$ cat src/rtl/serial_tx_piso_pkg.sv
// Shared definitions for the serial link transmitter: FSM state encoding,
// line levels and a width helper for small counters.
package serial_tx_piso_pkg;

    typedef enum logic [1:0] {
        ST_IDLE  = 2'd0,
        ST_START = 2'd1,
        ST_DATA  = 2'd2,
        ST_STOP  = 2'd3
    } tx_state_e;

    localparam logic START_BIT = 1'b0;
    localparam logic STOP_BIT  = 1'b1;
    localparam logic IDLE_LINE = 1'b1;

    // Counters covering a single value still need one bit.
    function automatic int min1_clog2(input int n);
        return (n > 1) ? $clog2(n) : 1;
    endfunction

endpackage

$ cat src/rtl/serial_tx_piso_baud_tick_counter.sv
// Bit-period counter: tick marks the last enabled clock of each bit.
// clear holds the count at zero so a new frame starts on a fresh bit period.
module baud_tick_counter
    import serial_tx_piso_pkg::*;
#(
    parameter int CLKS_PER_BIT = 4
) (
    input  logic clk,
    input  logic reset,
    input  logic en,
    input  logic clear,
    output logic tick
);

    localparam int CNT_W = min1_clog2(CLKS_PER_BIT);
    localparam logic [CNT_W-1:0] CNT_LAST = CNT_W'(CLKS_PER_BIT - 1);

    logic [CNT_W-1:0] cnt_q, cnt_d;

    always_comb begin
        cnt_d = cnt_q;
        if (en) begin
            if (clear || (cnt_q == CNT_LAST))
                cnt_d = '0;
            else
                cnt_d = cnt_q + CNT_W'(1);
        end
    end

    assign tick = en && !clear && (cnt_q == CNT_LAST);

    always_ff @(posedge clk) begin
        if (reset)
            cnt_q <= '0;
        else
            cnt_q <= cnt_d;
    end

endmodule

$ cat src/rtl/serial_tx_piso.sv
// Parallel-in/serial-out frame transmitter: start bit, DATA_W bits LSB-first,
// stop bit, each held CLKS_PER_BIT enabled clocks. All outputs registered.
module serial_tx_piso
    import serial_tx_piso_pkg::*;
#(
    parameter int DATA_W       = 8,
    parameter int CLKS_PER_BIT = 4
) (
    input  logic              clk,
    input  logic              reset,
    input  logic              en,
    input  logic              tx_start,
    input  logic [DATA_W-1:0] tx_data,
    output logic              tx,
    output logic              busy,
    output logic              done
);

    localparam int BIT_W = min1_clog2(DATA_W);
    localparam logic [BIT_W-1:0] BIT_LAST = BIT_W'(DATA_W - 1);

    tx_state_e         state_q, state_d;
    logic [DATA_W-1:0] shreg_q, shreg_d;
    logic [DATA_W-1:0] shreg_shift;
    logic [BIT_W-1:0]  bit_idx_q, bit_idx_d;
    logic              tx_q, tx_d;
    logic              busy_q, busy_d;
    logic              done_q, done_d;
    logic              tick;

    baud_tick_counter #(
        .CLKS_PER_BIT(CLKS_PER_BIT)
    ) u_baud (
        .clk   (clk),
        .reset (reset),
        .en    (en),
        .clear (state_q == ST_IDLE),
        .tick  (tick)
    );

    assign shreg_shift = shreg_q >> 1;

    // A held tx_start is taken at the stop-bit boundary itself, so
    // back-to-back frames get exactly one stop bit and no idle gap.
    always_comb begin
        state_d   = state_q;
        shreg_d   = shreg_q;
        bit_idx_d = bit_idx_q;
        tx_d      = tx_q;
        busy_d    = busy_q;
        done_d    = done_q;
        if (en) begin
            done_d = 1'b0;
            unique case (state_q)
                ST_IDLE: begin
                    tx_d   = IDLE_LINE;
                    busy_d = 1'b0;
                    if (tx_start) begin
                        shreg_d   = tx_data;
                        bit_idx_d = '0;
                        state_d   = ST_START;
                        tx_d      = START_BIT;
                        busy_d    = 1'b1;
                    end
                end
                ST_START: begin
                    if (tick) begin
                        state_d   = ST_DATA;
                        bit_idx_d = '0;
                        tx_d      = shreg_q[0];
                    end
                end
                ST_DATA: begin
                    if (tick) begin
                        shreg_d = shreg_shift;
                        if (bit_idx_q == BIT_LAST) begin
                            state_d = ST_STOP;
                            tx_d    = STOP_BIT;
                        end else begin
                            bit_idx_d = bit_idx_q + BIT_W'(1);
                            tx_d      = shreg_shift[0];
                        end
                    end
                end
                ST_STOP: begin
                    if (tick) begin
                        done_d = 1'b1;
                        if (tx_start) begin
                            shreg_d   = tx_data;
                            bit_idx_d = '0;
                            state_d   = ST_START;
                            tx_d      = START_BIT;
                            busy_d    = 1'b1;
                        end else begin
                            state_d = ST_IDLE;
                            tx_d    = IDLE_LINE;
                            busy_d  = 1'b0;
                        end
                    end
                end
                default: begin
                    state_d = ST_IDLE;
                    tx_d    = IDLE_LINE;
                    busy_d  = 1'b0;
                end
            endcase
        end
    end

    always_ff @(posedge clk) begin
        if (reset) begin
            state_q   <= ST_IDLE;
            shreg_q   <= '0;
            bit_idx_q <= '0;
            tx_q      <= IDLE_LINE;
            busy_q    <= 1'b0;
            done_q    <= 1'b0;
        end else begin
            state_q   <= state_d;
            shreg_q   <= shreg_d;
            bit_idx_q <= bit_idx_d;
            tx_q      <= tx_d;
            busy_q    <= busy_d;
            done_q    <= done_d;
        end
    end

    assign tx   = tx_q;
    assign busy = busy_q;
    assign done = done_q;

endmodule

$ cat config.mk
export PLATFORM = sky130hd
export DESIGN_NAME = serial_tx_piso
export DESIGN_NICKNAME = d
export VERILOG_FILES = /design/src/rtl/serial_tx_piso_pkg.sv /design/src/rtl/serial_tx_piso_baud_tick_counter.sv /design/src/rtl/serial_tx_piso.sv
export SDC_FILE = /design/constraint.sdc
export NUM_CORES = 1
export LEC_CHECK = 0
export CAP_MARGIN = 20
export CORE_MARGIN = 5
export CORE_UTILIZATION = 40
export CTS_CLUSTER_DIAMETER = 120
export DETAILED_ROUTE_END_ITERATION = 16
export PLACE_DENSITY_LB_ADDON = 0.3
export RECOVER_POWER = 100
export SYNTH_ARGS = -nofsm -noshare
export SYNTH_HDL_FRONTEND = slang
export SYNTH_HIERARCHICAL = 1
export SYNTH_SLANG_ARGS = --single-unit
$ cat constraint.sdc
create_clock -name clk -period 2.7 [get_ports clk]
set_input_delay 0.81 -clock clk [delete_from_list [all_inputs] [get_ports clk]]
set_output_delay 0.81 -clock clk [all_outputs]
set_load 0.005 [all_outputs]
* Yosys cells after proc, flatten, opt, wreduce, memory -nomap -nowiden
Index checks and enable logic that the tools add are counted.
Widths: inputs -> output; s select.
** Word-level totals
- Flip-flop bits (word level) :: 18
- Bits of input ports :: 12
- Output and inout port bits :: 3
- Logic and storage cells :: 61
** Operators by class
- Add/subtract/negate cells :: 2
- Equality and inequality tests :: 11
- Multiplexer cells :: 29
- Reductions and logical operators :: 12
** Operators with widths (count)
- $mux 8 :: 3
- $pmux 8 s3 :: 1
- $mux 3 :: 5
- $mux 2 :: 6
- $ne 2x2->1 const B :: 6
- $pmux 3 s4 :: 1
- $mux 1 :: 10
- $pmux 2 s4 :: 1
- $reduce_and 4->1 :: 2
- $eq 2x2->1 const B :: 3
- $reduce_and 6->1 :: 1
- $reduce_and 5->1 :: 1
- $pmux 1 s4 :: 1
- $add 3x1->3 const B :: 1
- $eq 3x3->1 const B :: 1
- $reduce_and 3->1 :: 1
- $reduce_bool 3->1 :: 1
- $add 2x1->2 const B :: 1
- $eq 2x1->1 const B :: 1
- $logic_and 1x1->1 :: 2
- $logic_not 2->1 :: 1
- $pmux 1 s2 :: 1
- $reduce_bool 2->1 :: 1
- $logic_not 1->1 :: 1
- $logic_or 1x1->1 :: 1

* Longest topological paths before layout
Gate-level depths: netlist (run 1).
- Depth in word-level cells :: 6
- Gate-level depth with buffers :: 7
- Mapped depth without buffers :: 7

* Modules after synthesis
Netlist (run 1), hierarchy kept.
** Modules (own cells, without submodules)
- serial_tx_piso :: times used 1, cells an instance 96, area an instance 914.6 um^2, seq. area each 320.3 um^2
- baud_tick_counter :: times used 1, cells an instance 10, area an instance 107.6 um^2, seq. area each 40.0 um^2

* Worst setup path before layout (run 1)
Ideal clock, no wire load.
- Path type :: input-to-reg
- From :: in en
- To :: reg state_q[0]
- Library setup time :: 136 ps
- Arrival time :: 1718 ps
- Required time :: 2564 ps
- Slack :: 845 ps
- Cell stages on the path :: 4
- Buffers on the path :: 0
- Cell sequence :: and3b_1 -> o2111ai_1 -> a2111oi_0 -> a211oi_1
** On the way
- Word-level cells in the longest chain between the ends :: 4
- Elaborated cells on any way between the ends :: 6
- Classes of those cells :: 3 x eq/ne; 3 x reduce/logical
** RTL lines
- from (decl) :: line serial_tx_piso.sv:11 : input logic en,
- $logic_and 1x1->1 (2 in a row) :: line serial_tx_piso_baud_tick_counter.sv:30 : assign tick = en && !clear && (cnt_q == CNT_LAST);
- $ne 2x2->1 (no line)
- $reduce_and 6->1 (no line) *
- to (signal assigned) :: line serial_tx_piso.sv:119 : state_q <= state_d;
- to (decl) :: line serial_tx_piso.sv:22 : tx_state_e state_q, state_d;
Every way passes the cells marked *; elsewhere a longest branch is shown, timed or not.
A chain may end at the register's enable or synchronous reset.

* Worst setup path after layout (run 1)
Ends and elaborated chain as after synthesis.

==> metrics, run 1 <==
run status complete, no violations; post-cts repair resize count 0; GRT Residual Overflow 0; kind of start point of the critical path input pin; vias 792; transition time of the tightest slew-check pin around 700 ps; Final ANT Viol Nets 0; crit path setup slack, layout between 300 and 400 ps; ratio of final minimum period to clock period 0.871; total inserted antenna cells 0; die extent in x around 60 um; maximum level of the CTS H-tree 1; total wire length roughly 1900 um; Clock Skew 5.20 ps; minimum setup slack among reg-to-reg paths approximately 570 ps; worst setup path class in -> reg; clock power share 0.279; data required time at the worst endpoint roughly 2900 ps; Total GRT Usage 0.120; final HPWL from detailed placement ~1400 um; worst path cell trace dlygate4sd3_1 -> clkbuf_1 -> o2111ai_1 -> a2111oi_0 -> a211oi_1; Slowest Stage Delay on Critical Path around 540 ps; clock root buffer master sky130_fd_sc_hd__clkbuf_4; CP Max Fanout 11; number of nets produced by synthesis 128; count of mapped cells out of synthesis around 110; number of violations reported at the end of detailed-routing iteration 0 12; Placement Setup Slack 160 ps; Area growth syn-to-layout 19.0%; antenna violations before repair 0; GPL Wtd Cong between 0.7 and 0.8; sequential cell fraction of total power 0.486; max-cap violation count 0; floorplan die area ~0.0037 sq mm; Top-Level Pins 15; Num CTS Buffers 3; Initial Utilization 0.416; setup TNS 0 ps; arrival time of data at the critical path endpoint roughly 2500 ps; Static Leakage 0.000506 uW; most common cell after layout, fill and taps aside sky130_fd_sc_hd__dfxtp_1; TritonRoute pass-1 iters 4; final critical path time including I/O delays and setup around 2400 ps; type of element capturing the critical path flop; Critical-path top delay cell sky130_fd_sc_hd__dlygate4sd3_1; Post-synth top flop sky130_fd_sc_hd__dfxtp_1; post-DR vias/cell 5.21; Comb pwr share 0.235; Post-CTS Setup Repair Bufs 0; biggest area contributors in the synthesized netlist sky130_fd_sc_hd__dfxtp_1 (35%), sky130_fd_sc_hd__ha_1 (12%), sky130_fd_sc_hd__mux2_2 (8.8%); IR drop worst, VDD between 300 and 400 uV; final setup vio count 0; input/output buffers 14; clock insertion delay at the later pin of the skew report about 300 ps; Min-Delay Path Class reg -> reg; CTS tree done; Max Fclk between 400 and 500 MHz; global-route wire length before repair between 3000 and 4000 um; number of max-slew violations in the final report 0; Clk pin slew, worst setup/hold paths around 110 ps; number of core rows 18; post-synthesis sequential area ratio 0.353; Core ar. 0.00245 sq mm; power density relative to cell area 500 mW/mm^2; Clock Sink Count 18; post-cts hold buffer count 0; cell area after synthesis between 0.001 and 0.0015 sq mm; worst max-slew margin expressed relative to the limit 0.528; layout cell share with drive strength beyond 1 0.131; cell accounting for the most synthesized area sky130_fd_sc_hd__dfxtp_1; number of hold-slack violations in the final timing report 0; Yosys warning total 6; height of the chip around 60 um; count of cell types in the netlist 30; number of global-route vias before repair 752; detailed-route DRC error count 0; routed length per placed instance about 13 um; mean instance size in the synthesized netlist roughly 9.6 sq um; FFs w/ async S/R, synth 0; unrepaired setup endpoints after global routing false; share of the synthesized area in the top cell type 0.353; internal power 437 uW; register bit total from synthesis 18; final net count between 100 and 150; commonest non-fill, non-tap cells in the layout sky130_fd_sc_hd__dfxtp_1 (18), sky130_fd_sc_hd__nor2_1 (10), sky130_fd_sc_hd__a21oi_1 (10), sky130_fd_sc_hd__ha_1 (10), sky130_fd_sc_hd__clkdlybuf4s50_1 (9); Bufs on Longest Clock Path 2; Net Switching 171 uW; EDFF count, synth 0; maximum number of pins on one net before global-route repair 19; switching part of the total power 0.281
==> cells by family (layout without fill, tap and decap cells) <==
family | Yosys count | after routing | synth area share
compound gates | 21 | 21 | 0.140
fa+ha+maj | 10 | 10 | 0.122
buf+inv | 6 | 22 | 0.0232
flops | 18 | 18 | 0.353
mux | 16 | 16 | 0.166
simple gates | 35 | 35 | 0.196
==> per-stage QoR <==
step | cells | utilization | total power [uW] | hold WS (ps) | cell area [sq um]
after floorplan | 106 | - | 404 | 428 | 1020
after global placement | 148 | 0.487 | 447 | 436 | 1190
after detailed placement | 148 | 0.487 | 452 | 450 | 1190
after CTS | 152 | 0.502 | 626 | 465 | 1230
after global routing | 152 | 0.495 | 652 | 489 | 1220
final | 152 | 0.495 | 608 | 461 | 1220
==> sequential cells by signal, indices dropped and copies added (netlist names) <==
signal and cells:
shreg_q 8, bit_idx_q 3, state_q 2, u_baud/cnt_q 2, busy 1, done 1
tx 1
==> critical path: cells and delay by family <==
| family | cells | cell delay [ps] |
|---|---|---|
| buffers and inverters | 2 | 880 |
| AOI/OAI and AO/OA | 3 | 820 |
==> cells in the mapped netlist, types with 2 or more instances <==
library cell	number
sky130_fd_sc_hd__a21oi_1	10
sky130_fd_sc_hd__dfxtp_1	18
sky130_fd_sc_hd__ha_1	10
sky130_fd_sc_hd__inv_1	3
sky130_fd_sc_hd__mux2_2	8
sky130_fd_sc_hd__mux2i_1	8
sky130_fd_sc_hd__nand2_1	8
sky130_fd_sc_hd__nand2b_1	4
sky130_fd_sc_hd__nand3_1	2
sky130_fd_sc_hd__nor2_1	10
sky130_fd_sc_hd__o21ai_0	5
sky130_fd_sc_hd__or3_1	2
==> power groups by stage <==
stage               clock, uW  combinational, uW  sequential, uW
floorplan                   0                104             299
global placement            0                146             301
detailed placement          0                150             303
CTS                       179                150             296
global route              193                160             299
finish                    170                143             296
==> area by class of cell <==
| cell class | count | area [sq um] |
|---|---|---|
| fill | 236 | 1240 |
| multi-input combinational | 82 | 627 |
| sequential | 18 | 360 |
| timing repair buffer | 15 | 144 |
| tap | 30 | 37.5 |
| clock buffer | 4 | 36.3 |
| inverter | 3 | 11.3 |
==> path summary, 6_finish.rpt <==
path,from,end,cells past startpoint
min reg2reg,shreg_q[7],shreg_q[7],2
min,shreg_q[7],shreg_q[7],2
max reg2reg,state_q[0],state_q[0],6
max,en,state_q[0],5
==> metal layers <==
layer,up-vias,global-route usage,share of wire
met5,-,0,0
met4,0,0.0681,0.018
met3,2,0.0298,0.052
met2,13,0.199,0.47
met1,371,0.141,0.45
li1,406,-,-
(Power assumes the default switching activity.)
==> inputs of run 2 (changes only) <==
MAX_ROUTING_LAYER = met4   (was default)
RECOVER_POWER = 50   (was 100)
==> run 2 against run 1 <==
Effect of this change: design area is the same; largest power group unchanged; non-clock buffer count is the same; critical endpoint unchanged; highest routed layer unchanged; first-iteration DRC count is the same; critical path depth is the same; die area is the same; via count is the same; flip-flop and latch count is the same; fmax is the same; register-to-register slack is essentially flat; setup slack is the same; core utilization is the same; combinational power is essentially flat; critical path type unchanged.
==> metrics, run 2 (same netlist as run 1, synthesis figures left out) <==
die extent in x 60.6 um (unchanged); Clk pin slew, worst setup/hold paths 110 ps (about the same); maximum level of the CTS H-tree 1 (unchanged); Clock Sink Count 18 (unchanged); clock power share 0.279 (about the same); clock root buffer master sky130_fd_sc_hd__clkbuf_4; Core ar. 0.00245 sq mm (unchanged); highest metal layer used by the detailed router met4; worst max-slew margin expressed relative to the limit 0.528 (unchanged); height of the chip 60.6 um (unchanged); detailed-route DRC error count 0 (unchanged); worst setup path class in -> reg; Initial Utilization 0.416 (unchanged); length of routed met2 wiring 906 um (unchanged); Total GRT Usage 0.124 (+0.00379); total wire length 1910 um (unchanged); number of flip-flops in the largest register 8 (unchanged); final critical path time including I/O delays and setup 2350 ps (unchanged); Max Fclk 425 MHz (unchanged); Met3 Routed Length 87 um (-13%); GPL Wtd Cong 0.768 (+1.3%); maximum number of pins on one net before global-route repair 19 (unchanged); number of core rows 18 (unchanged); global-route wire length before repair 3310 um (unchanged); setup TNS 0 ps (unchanged); TritonRoute pass-1 iters 4 (unchanged); Comb pwr share 0.235 (about the same); routed length per placed instance 12.6 um (unchanged); floorplan die area 0.00367 sq mm (unchanged); post-cts repair resize count 0 (unchanged); final setup vio count 0 (unchanged); IR drop worst, VDD 328 uV (unchanged); Net Switching 171 uW (unchanged); Bufs on Longest Clock Path 2 (unchanged); Post-CTS Setup Repair Bufs 0 (unchanged); vias 792 (unchanged); final HPWL from detailed placement 1410 um (unchanged); ratio of final minimum period to clock period 0.871 (unchanged); type of element capturing the critical path flop; Critical-path top delay cell sky130_fd_sc_hd__dlygate4sd3_1; arrival time of data at the critical path endpoint 2510 ps (about the same); transition time of the tightest slew-check pin 705 ps (unchanged); largest registers in the final layout shreg_q: 8 flops, bit_idx_q: 3 flops; most common cell after layout, fill and taps aside sky130_fd_sc_hd__dfxtp_1; sequential cell fraction of total power 0.486 (about the same); switching part of the total power 0.280 (about the same); worst path buffer plus inverter count 2 (unchanged); total inserted antenna cells 0 (unchanged); number of violations reported at the end of detailed-routing iteration 0 12 (unchanged); Top-Level Pins 15 (unchanged); CP Max Fanout 11 (unchanged); Min-Delay Path Class reg -> reg; unrepaired setup endpoints after global routing false; data required time at the worst endpoint 2860 ps (about the same); core utilization of the finished layout 0.495 (unchanged); CTS tree done; Slowest Stage Delay on Critical Path 540 ps (about the same); final net count 145 (unchanged); post-DR vias/cell 5.21 (unchanged); number of global-route vias before repair 752 (unchanged); antenna violations before repair 0 (unchanged); Static Leakage 0.000506 uW (unchanged); input/output buffers 14 (unchanged); kind of start point of the critical path input pin; GRT Residual Overflow 0 (unchanged); layout cell share with drive strength beyond 1 0.131 (unchanged); power density relative to cell area 500 mW/mm^2 (about the same); Clock Skew 5.20 ps (unchanged); number of max-slew violations in the final report 0 (unchanged); internal power 437 uW (unchanged); post-cts hold buffer count 0 (unchanged); number of hold-slack violations in the final timing report 0 (unchanged); register bank with the most flops shreg_q; final-layout fill cell count 236 (unchanged); commonest non-fill, non-tap cells in the layout sky130_fd_sc_hd__dfxtp_1 (18), sky130_fd_sc_hd__nor2_1 (10), sky130_fd_sc_hd__a21oi_1 (10), sky130_fd_sc_hd__ha_1 (10), sky130_fd_sc_hd__clkdlybuf4s50_1 (9); Area growth syn-to-layout 19.0% (unchanged); run status complete, no violations; max-cap violation count 0 (unchanged); Num CTS Buffers 3 (unchanged); clock insertion delay at the later pin of the skew report 300 ps (about the same); Final ANT Viol Nets 0 (unchanged); Post-Route M1 WL 879 um (+1.5%); worst path cell trace dlygate4sd3_1 -> clkbuf_1 -> o2111ai_1 -> a2111oi_0 -> a211oi_1; crit-path leading delay family buffers and inverters
[run 2: power by group through the flow]
stage                     Clock, uW  Combinational (uW)  Sequential [uW]
after floorplan                   0                 104              299
after global placement            0                 146              301
after global routing            193                 160              299
final                           170                 143              296
after CTS                       179                 150              296
after detailed placement          0                 150              303
[run 2: layout make-up]
type / count / area (sq um) / area share
flip-flops and latches: 18 / 360 / 0.296
clock buffers: 4 / 36.3 / 0.0298
inverters: 3 / 11.3 / 0.00926
multi-input cells: 82 / 627 / 0.515
repair buffers: 15 / 144 / 0.118
well taps: 30 / 37.5 / 0.0309
[run 2: tightest hold or removal path, delay by kind of cell, from the launching register on]
kind,cells,cell delay (ps)
AND/OR/NAND/NOR,1,50
flip-flops,1,320
AO/OA/AOI/OAI,1,50
[run 2: final timing paths]
path / cells after the start / slack, ps / endpoint / start
hold / removal: 2 / 460 / shreg_q[7] / shreg_q[7]
hold reg to reg: 2 / 460 / shreg_q[7] / shreg_q[7]
setup / recovery: 5 / 350 / state_q[0] / en
setup reg to reg: 6 / 570 / state_q[0] / state_q[0]
[run 2: per-stage QoR]
step | hold slack (ps) | total power (uW) | std cells | setup WS, ps | instance area [sq um]
6_report | 461 | 608 | 152 | 348 | 1220
5_1_grt | 489 | 652 | 152 | 228 | 1220
4_1_cts | 465 | 626 | 152 | 488 | 1230
3_5_place_dp | 450 | 452 | 148 | 160 | 1190
3_3_place_gp | 436 | 447 | 148 | 278 | 1190
2_1_floorplan | 428 | 404 | 106 | 845 | 1020
[run 2: per-layer routing]
metal / global-route usage / vias to the layer above
li1: - / 406
met1: 0.144 / 371
met2: 0.199 / 13
met3: 0.0255 / 2
met4: 0.0681 / 0
met5: - / -
